===== config.mk =====
export PLATFORM = sky130hd
export DESIGN_NAME = comm_frame_transmitter_flat
export DESIGN_NICKNAME = d
export VERILOG_FILES = /design/src/rtl/comm_frame_transmitter_if.sv /design/src/rtl/comm_frame_transmitter.sv /design/src/flat_wrapper.sv
export SDC_FILE = /design/constraint.sdc
export NUM_CORES = 1
export LEC_CHECK = 0
export CAP_MARGIN = 10
export CORE_MARGIN = 2
export CORE_UTILIZATION = 55
export CTS_CLUSTER_SIZE = 16
export DETAILED_ROUTE_END_ITERATION = 10
export GPL_ROUTABILITY_DRIVEN = 1
export PLACE_DENSITY_LB_ADDON = 0.05
export SYNTH_ARGS = -nofsm -noshare
export SYNTH_HDL_FRONTEND = slang
export SYNTH_SLANG_ARGS = --single-unit

===== constraint.sdc =====
create_clock -name inclk -period 4.1 [get_ports inclk]
set_input_delay 0.615 -clock inclk [delete_from_list [all_inputs] [get_ports inclk]]
set_output_delay 0.615 -clock inclk [all_outputs]
set_load 0.02 [all_outputs]

===== src/rtl/comm_frame_transmitter_if.sv =====
// Response-word handshake between the command processor and the downlink
// frame transmitter.
//   tx_word  : 32-bit response word, master -> slave
//   tx_valid : tx_word valid, master -> slave
//   tx_ready : slave accepts tx_word this cycle, slave -> master
interface comm_frame_transmitter_if;
   logic [31:0] tx_word;
   logic        tx_valid;
   logic        tx_ready;

   modport master (
      output tx_word,
      output tx_valid,
      input  tx_ready
   );

   modport slave (
      input  tx_word,
      input  tx_valid,
      output tx_ready
   );
endinterface


===== src/rtl/comm_frame_transmitter.sv =====
// Downlink frame transmitter. Accepts one 32-bit word per frame, frames it as
// START_BYTE + 32 data bits (MSB first) + CRC-8 (poly 0x07, init 0x00, MSB
// first), Manchester-encodes it onto the comm DAC, then idles the DAC for
// GUARD_CLKS cycles with comm_dac_on still asserted so the receive path can
// blank itself.
// CLKS_PER_BIT must be even and at least 4.
//   inclk       : system clock
//   rst_n       : asynchronous active-low reset
//   tx_if       : slave side of the tx_word/tx_valid/tx_ready handshake
//   com_dac     : registered 12-bit DAC code
//   comm_dac_on : registered, high from the first half-bit through the guard
//   busy        : state is not IDLE
//   frame_done  : one-cycle pulse on return to IDLE
module comm_frame_transmitter #(
   parameter int unsigned CLKS_PER_BIT = 20,
   parameter logic [7:0]  START_BYTE   = 8'b10101011,
   parameter logic [11:0] DAC_HIGH     = 12'hC00,
   parameter logic [11:0] DAC_LOW      = 12'h400,
   parameter logic [11:0] DAC_IDLE     = 12'h800,
   parameter int unsigned GUARD_CLKS   = 40
) (
   input  logic                      inclk,
   input  logic                      rst_n,
   comm_frame_transmitter_if.slave   tx_if,
   output logic [11:0]               com_dac,
   output logic                      comm_dac_on,
   output logic                      busy,
   output logic                      frame_done
);

   localparam int unsigned CW = $clog2(CLKS_PER_BIT);
   localparam int unsigned GW = (GUARD_CLKS > 1) ? $clog2(GUARD_CLKS) : 1;

   localparam logic [CW-1:0] CNT_LAST   = CW'(CLKS_PER_BIT - 1);
   localparam logic [CW-1:0] CNT_HALF   = CW'(CLKS_PER_BIT / 2);
   localparam logic [GW-1:0] GUARD_LAST = GW'((GUARD_CLKS > 0) ? GUARD_CLKS - 1 : 0);

   // Bit index of the last bit of each frame section (48 bits in total).
   localparam logic [5:0] LAST_START_BIT = 6'd7;
   localparam logic [5:0] LAST_DATA_BIT  = 6'd39;
   localparam logic [5:0] LAST_CRC_BIT   = 6'd47;

   typedef enum logic [2:0] {
      S_IDLE,
      S_START,
      S_DATA,
      S_CRC,
      S_GUARD
   } state_t;

   state_t        state_q, state_d;
   logic [CW-1:0] cnt_q, cnt_d;
   logic [5:0]    bit_q, bit_d;
   logic [GW-1:0] guard_q, guard_d;
   logic [47:0]   frame_q, frame_d;
   logic [11:0]   dac_q, dac_d;
   logic          on_q, on_d;
   logic          done_q, done_d;
   logic          tx_ready;

   // CRC-8, poly 0x07, init 0, no reflection, no final XOR, data MSB first.
   function automatic logic [7:0] crc8(input logic [31:0] data);
      logic [7:0]  c;
      logic [31:0] d;
      logic        fb;
      c = '0;
      d = data;
      for (int unsigned i = 0; i < 32; i++) begin
         fb = c[7] ^ d[31];
         c  = {c[6:0], 1'b0} ^ (fb ? 8'h07 : 8'h00);
         d  = {d[30:0], 1'b0};
      end
      return c;
   endfunction

   assign tx_ready       = (state_q == S_IDLE) & rst_n;
   assign tx_if.tx_ready = tx_ready;

   always_comb begin
      state_d = state_q;
      cnt_d   = cnt_q;
      bit_d   = bit_q;
      guard_d = guard_q;
      frame_d = frame_q;

      case (state_q)
         S_IDLE: begin
            if (tx_if.tx_valid && tx_ready) begin
               // Start byte, word and CRC share one shift register; bit 47
               // is always the bit currently on the line.
               state_d = S_START;
               frame_d = {START_BYTE, tx_if.tx_word, crc8(tx_if.tx_word)};
               cnt_d   = '0;
               bit_d   = '0;
            end
         end

         S_START, S_DATA, S_CRC: begin
            if (cnt_q == CNT_LAST) begin
               cnt_d   = '0;
               bit_d   = bit_q + 6'd1;
               frame_d = {frame_q[46:0], 1'b0};
               if (bit_q == LAST_START_BIT) begin
                  state_d = S_DATA;
               end else if (bit_q == LAST_DATA_BIT) begin
                  state_d = S_CRC;
               end else if (bit_q == LAST_CRC_BIT) begin
                  state_d = (GUARD_CLKS == 0) ? S_IDLE : S_GUARD;
                  bit_d   = '0;
                  guard_d = '0;
               end
            end else begin
               cnt_d = cnt_q + 1'b1;
            end
         end

         S_GUARD: begin
            if (guard_q == GUARD_LAST) begin
               state_d = S_IDLE;
            end else begin
               guard_d = guard_q + 1'b1;
            end
         end

         default: begin
            state_d = S_IDLE;
         end
      endcase

      // Outputs are registered, so they are decoded from the next-state
      // values: the cycle after accept already shows the first half-bit.
      dac_d = DAC_IDLE;
      if (state_d inside {S_START, S_DATA, S_CRC}) begin
         dac_d = (frame_d[47] == (cnt_d < CNT_HALF)) ? DAC_HIGH : DAC_LOW;
      end
      on_d   = (state_d != S_IDLE);
      done_d = (state_q != S_IDLE) && (state_d == S_IDLE);
   end

   always_ff @(posedge inclk or negedge rst_n) begin
      if (!rst_n) begin
         state_q <= S_IDLE;
         cnt_q   <= '0;
         bit_q   <= '0;
         guard_q <= '0;
         frame_q <= '0;
         dac_q   <= DAC_IDLE;
         on_q    <= 1'b0;
         done_q  <= 1'b0;
      end else begin
         state_q <= state_d;
         cnt_q   <= cnt_d;
         bit_q   <= bit_d;
         guard_q <= guard_d;
         frame_q <= frame_d;
         dac_q   <= dac_d;
         on_q    <= on_d;
         done_q  <= done_d;
      end
   end

   assign com_dac     = dac_q;
   assign comm_dac_on = on_q;
   assign busy        = (state_q != S_IDLE);
   assign frame_done  = done_q;

endmodule


===== src/flat_wrapper.sv =====
// flat-port wrapper written by rule: the top's interface ports become plain ports
module comm_frame_transmitter_flat 
#(
   parameter int unsigned CLKS_PER_BIT = 20,
   parameter logic [7:0]  START_BYTE   = 8'b10101011,
   parameter logic [11:0] DAC_HIGH     = 12'hC00,
   parameter logic [11:0] DAC_LOW      = 12'h400,
   parameter logic [11:0] DAC_IDLE     = 12'h800,
   parameter int unsigned GUARD_CLKS   = 40
)
  (inclk, rst_n, com_dac, comm_dac_on, busy, frame_done, tx_if_tx_word, tx_if_tx_valid, tx_if_tx_ready);
  comm_frame_transmitter_if tx_if_i ();
  input  logic inclk;
  input  logic rst_n;
  output logic [11:0] com_dac;
  output logic comm_dac_on;
  output logic busy;
  output logic frame_done;
  input wire logic [$bits(tx_if_i.tx_word)-1:0] tx_if_tx_word;
  input wire logic [$bits(tx_if_i.tx_valid)-1:0] tx_if_tx_valid;
  output wire logic [$bits(tx_if_i.tx_ready)-1:0] tx_if_tx_ready;
  assign tx_if_i.tx_word = tx_if_tx_word;
  assign tx_if_i.tx_valid = tx_if_tx_valid;
  assign tx_if_tx_ready = tx_if_i.tx_ready;
  comm_frame_transmitter #(.CLKS_PER_BIT(CLKS_PER_BIT), .START_BYTE(START_BYTE), .DAC_HIGH(DAC_HIGH), .DAC_LOW(DAC_LOW), .DAC_IDLE(DAC_IDLE), .GUARD_CLKS(GUARD_CLKS)) u_core (.inclk(inclk), .rst_n(rst_n), .tx_if(tx_if_i), .com_dac(com_dac), .comm_dac_on(comm_dac_on), .busy(busy), .frame_done(frame_done));
endmodule

==> Yosys cells after proc, flatten, opt, wreduce, memory -nomap -nowiden <==
Cells that the tools add are included.
{ "word_totals": {"reg_bits": 82, "latchBits": 0, "ram_bits": 0, "romBits": 0, "in_bits": 35, "output_inout_bits": 16, "wordCells": 166, "mem_count": 0} }
{ "op_classes": {"n_addsub": 3, "multipliers": 0, "n_div": 0, "magnitude_cmp": 1, "n_eq_ne": 19, "shift": 0, "mux": 59, "n_bitwise": 63, "reduce_logical": 12} }
{ "op_table": {"columns": ["operator", "count"], "rows": [
  ["$xor A8 B8 Y8", 31],
  ["$mux W3", 38],
  ["$mux W48", 2],
  ["$pmux W48 S2", 1],
  ["$mux W6", 10],
  ["$xor A1 B1 Y1", 30],
  ["$mux W12", 2],
  ["$pmux W6 S2", 2],
  ["$eq A6 B6 Y1 const B", 3],
  ["$add A6 B1 Y6 const B", 2],
  ["$eq A3 B2 Y1 const B", 4],
  ["$mux W5", 2],
  ["$pmux W5 S2", 1],
  ["$pmux W3 S3", 1],
  ["$reduce_bool A3 Y1", 3],
  ["$ne A2 B2 Y1 const B", 4],
  ["$eq A3 B1 Y1 const B", 2],
  ["$eq A6 B3 Y1 const B", 1],
  ["$logic_not A3 Y1", 2],
  ["$reduce_and A6 Y1", 1],
  ["$add A5 B1 Y5 const B", 1],
  ["$eq A5 B5 Y1 const B", 1],
  ["$lt A5 B4 Y1 const B", 1],
  ["$ne A2 B1 Y1 const B", 2],
  ["8 further kinds", 10]
]} }

==> Longest topological paths before layout <==
{ "logic_depth": {"ltp_word": 98, "depth_mapped": 8, "mapped_depth_nobuf": 8} }

==> Worst setup path before layout <==
No wires, ideal clock.
{ "synth_timing": {"path_type": "input-to-reg", "startpoint": "in tx_if_tx_word[31]", "endpoint": "reg u_core.frame_q[3]", "arrival_time_ns": 2.506, "required_ns": 3.968, "setup_slack_ns": 1.462, "stages": 7, "path_buffers": 0, "path_cell_list": "xnor3_1 > xor2_1 > xor3_2 > xnor3_1 > xor2_1 > xnor2_1 > o21ai_1"} }
{ "synth_between": {"elab_chain_cells": 44} }
{ "synth_rtl": {"columns": ["item", "line", "rtl"], "rows": [
  ["start: declaration", "flat_wrapper.sv:19", "input wire logic [$bits(tx_if_i.tx_word)-1:0] tx_if_tx_word;"],
  ["$mux W3 (*)", "comm_frame_transmitter.sv:70", "c = {c[6:0], 1'b0} ^ (fb ? 8'h07 : 8'h00);"],
  ["$xor A8 B8 Y8 (*) (5 in a row)", "comm_frame_transmitter.sv:70", null],
  ["$xor A1 B1 Y1", "comm_frame_transmitter.sv:69", "fb = c[7] ^ d[31];"],
  ["$mux W3", "comm_frame_transmitter.sv:70", null],
  ["$xor A8 B8 Y8 (*) (6 in a row)", "comm_frame_transmitter.sv:70", null],
  ["$xor A1 B1 Y1", "comm_frame_transmitter.sv:69", null],
  ["$mux W3", "comm_frame_transmitter.sv:70", null],
  ["$xor A8 B8 Y8 (*) (6 in a row)", "comm_frame_transmitter.sv:70", null],
  ["[8 not listed]", null, null],
  ["$xor A1 B1 Y1", "comm_frame_transmitter.sv:69", null],
  ["$mux W3", "comm_frame_transmitter.sv:70", null],
  ["$xor A8 B8 Y8 (*) (6 in a row)", "comm_frame_transmitter.sv:70", null],
  ["$xor A1 B1 Y1", "comm_frame_transmitter.sv:69", null],
  ["$mux W3", "comm_frame_transmitter.sv:70", null],
  ["$xor A8 B8 Y8 (*) (2 in a row)", "comm_frame_transmitter.sv:70", null],
  ["$mux W48 (*)", "comm_frame_transmitter.sv:88", "if (tx_if.tx_valid && tx_ready) begin"],
  ["$pmux W48 S2 (*)", "comm_frame_transmitter.sv:86", "case (state_q)"],
  ["end signal: assignment", "comm_frame_transmitter.sv:155", "frame_q <= frame_d;"],
  ["end: declaration", "comm_frame_transmitter.sv:55", "logic [47:0] frame_q, frame_d;"]
]} }
Mark *: on every way between the ends. The rest lies on a longest branch, timed or not. The select of a mux whose other input is x is not followed.
A chain may end at the register's enable or synchronous reset.

==> Worst setup path after layout <==
Ends and elaborated chain as after synthesis.

==> results.toml <==
[clock_tree]
clockBufferDepth = 2
numCtsBuffers = 9
ctsResizeCount = 0
cts.sinks = 72
h-tree-depth = 3
cts_root_buffer = "clkbuf_8"
clkLatencyLatePin_ns = 0.35
cts_tree = "done"
cts_hold_buffers = 0
path_clk_slew_ns = 0.08
cts_setup_buffers = 0

[layout]
finalNonFillerCells = 545
syn_to_final_growth_pct = 15.3
fillers = 587
drive_above_1_share_pct = 6.95
num-nets-final = 480
insertedDiodeCount = 0

[timing]
relSlewSlack_pct = 48.5
tightest_slew_ns = 0.770
tns_ns = 0
fin_crit_sh_pct = 74.6
finalHoldViolations = 0
skew_ns = 0.00924
slew_violations = 0
layout_min_cycle_time_ns = 3.06
rsz0062_at_grt = "no"
setup_violations = 0
fmax_mhz = 327

[global_routing]
grt_pass1_wl_mm = 13.4
grt_start_max_net_pins = 48
grtUsageTotal_pct = 22.1
antenna_found_initial = 0
gr-total-overflow = 0
grt_pass1_vias = 2815

[floorplan]
fp.dieH_um = 89.5
die_x_um = 89.5
initial_core_util_pct = 56.0
core_um2 = 7180
ios = 51
rows = 31
die-area_um2 = 8000

[power_and_ir_drop]
leakagePower_nw = 2.18
p_int_mw = 1.48
comb_power_share_pct = 38.0
p_per_area_nw_per_um2 = 479
p_sw_mw = 0.738
power_mw = 2.22
ir_drop_mv = 0.230
pwr-share-clk_pct = 21.8
seq_power_share_pct = 40.2
p_sw_share_pct = 33.2

[drt]
routed_wl_mm = 8.23
via_per_inst = 5.38
via_count = 2930
drt_pass1_iterations = 4
wl_per_cell_um = 15.1
drc = 0
ant_nets = 0
drtIter0Drc = 183

[yosys]
synth_edf_count = 0
synth_area_per_cell_um2 = 9.92
synth_top_area_share_pct = 44.2
synthCells = 405
synth_area_leader_cell = "dfrtp_1"
ys_top_cells_by_area = "dfrtp_1 (44%), xnor2_1 (8.9%), nand2_1 (8.5%), a22oi_1 (7.5%), xnor3_1 (6.2%)"
synth_cell_type_count = 40
synth_flop_cell = "dfrtp_1"
synthArstFlopShare_pct = 100
synth_common_cells = "nand2_1 (91), dfrtp_1 (71), xnor2_1 (41)"
synthesis.area_um2 = 4020
synth.most_common_cell = "nand2_1"
synth_warnings = 0
synth-seq-cells = 72
ys_seq_area_share_pct = 44.9

[worst_setup_path]
crit_type = "input pin to flop"
worstPathArrival_ns = 3.26
worstPathRequired_ns = 4.30
reg2reg_depth = 6
rrSetupSlack_ns = 1.34
r2r-end = "u_core.guard_q[0]$_DFFE_PN0P_"
critPathMaxFanout = 4
end_kind = "flop"
regToRegStartpoint = "u_core.cnt_q[0]$_DFFE_PN0P_"
worst_setup_path_start_kind = "input pin"

[placement]
place_congestion = 0.816
numPortBuffers = 40
dpl.hpwl_mm = 5.85
dp_cells = 530

[min_path]
hold_path_class = "input pin to async pin"

[run_status]
status = "complete, no violations"

[run]
drv_cap = 0
registers in the layout (all words and copies together), names as in the netlist:
name and flops:
u_core.frame_q 48, u_core.bit_q 6, u_core.guard_q 6, u_core.cnt_q 5, u_core.state_q 3, u_core.com_dac 2
u_core.comm_dac_on 1, u_core.frame_done 1
logic make-up (layout without fill, tap and decap cells):
group | Yosys count | in the layout | share of synthesized area (%)
flops | 72 | 72 | 44.9
simple gates | 140 | 140 | 14.6
xor+xnor | 74 | 74 | 21.4
compound gates | 77 | 77 | 13.0
mux | 3 | 3 | 0.810
buf+inv | 35 | 67 | 4.21
fa+ha+maj | 3 | 3 | 0.935
other cells | 1 | 10 | 0.0934
metal layers:
metal	share of wire [%]	track usage [%]
met5	0	0
met4	1.9	8.82
met3	3.1	3.32
met2	52	37.8
met1	43	28.1
power by group through the flow:
stage          Combinational, mW  Clock [mW]  Sequential, mW
3_5_place_dp               0.857           0           0.904
5_1_grt                    0.932       0.528           0.906
6_report                   0.843       0.483           0.893
2_1_floorplan              0.686           0           0.890
3_3_place_gp               0.840           0           0.902
4_1_cts                    0.857       0.501           0.892
worst max path at each step:
stage / startpoint / endpoint / slack (ns) / cells past startpoint
after floorplan: tx_if_tx_word[31] / u_core.frame_q[3]$_DFFE_PN0P_ / 1.46 / 7
after global placement: tx_if_tx_word[31] / u_core.frame_q[3]$_DFFE_PN0P_ / 0.70 / 8
after detailed placement: tx_if_tx_word[31] / u_core.frame_q[3]$_DFFE_PN0P_ / 0.67 / 8
after CTS: tx_if_tx_word[31] / u_core.frame_q[3]$_DFFE_PN0P_ / 1.04 / 8
after global routing: tx_if_tx_word[31] / u_core.frame_q[3]$_DFFE_PN0P_ / 0.91 / 8
final: tx_if_tx_word[31] / u_core.frame_q[3]$_DFFE_PN0P_ / 1.04 / 8
cell type report:
| class | instances | area (um2) | area share (%) |
|---|---|---|---|
| Clock buffer | 9 | 124 | 2.67 |
| Timing Repair Buffer | 44 | 425 | 9.18 |
| Multi-Input combinational cell | 307 | 2090 | 45.1 |
| Sequential cell | 72 | 1800 | 38.9 |
| Clock inverter | 6 | 37.5 | 0.810 |
| Inverter | 8 | 30.0 | 0.648 |
| Tap cell | 99 | 124 | 2.67 |
through the flow:
stage               hold WS (ns)  util [%]  setup slack (ns)  instance area, um2
floorplan                  0.319         -              1.46                4050
global placement           0.448      62.3             0.705                4470
detailed placement         0.459      62.3             0.675                4470
CTS                        0.281      64.6              1.04                4630
global route               0.311      64.6             0.914                4630
finish                     0.266      64.6              1.04                4630
critical path: stages:
cell and delay (ns):
clkdlybuf4s50_1 0.59, xnor3_1 0.45, xor2_1 0.29, xor3_2 0.53, xnor3_1 0.40, xor2_1 0.18, xnor2_1 0.14, o21ai_1 0.07
layout by cell type (no fill, tap or decap), types with 2 or more instances in the layout:
master,count
clkinv_4,2
xnor3_1,11
conb_1,10
ha_1,3
nand3_1,17
clkdlybuf4s50_1,39
o21bai_1,2
mux2_2,2
a22oi_1,40
nor2_1,15
nand4_1,4
clkbuf_8,9
buf_4,4
a31oi_1,2
dfrtp_1,71
a21oi_1,6
xnor2_1,41
o21ai_0,6
and3_1,3
inv_1,8
clkinv_2,4
xor2_1,16
xnor2_2,4
o21ai_1,14
or3_1,2
nand2_1,91
a32o_1,2
Power figures use the tool's default switching activity.
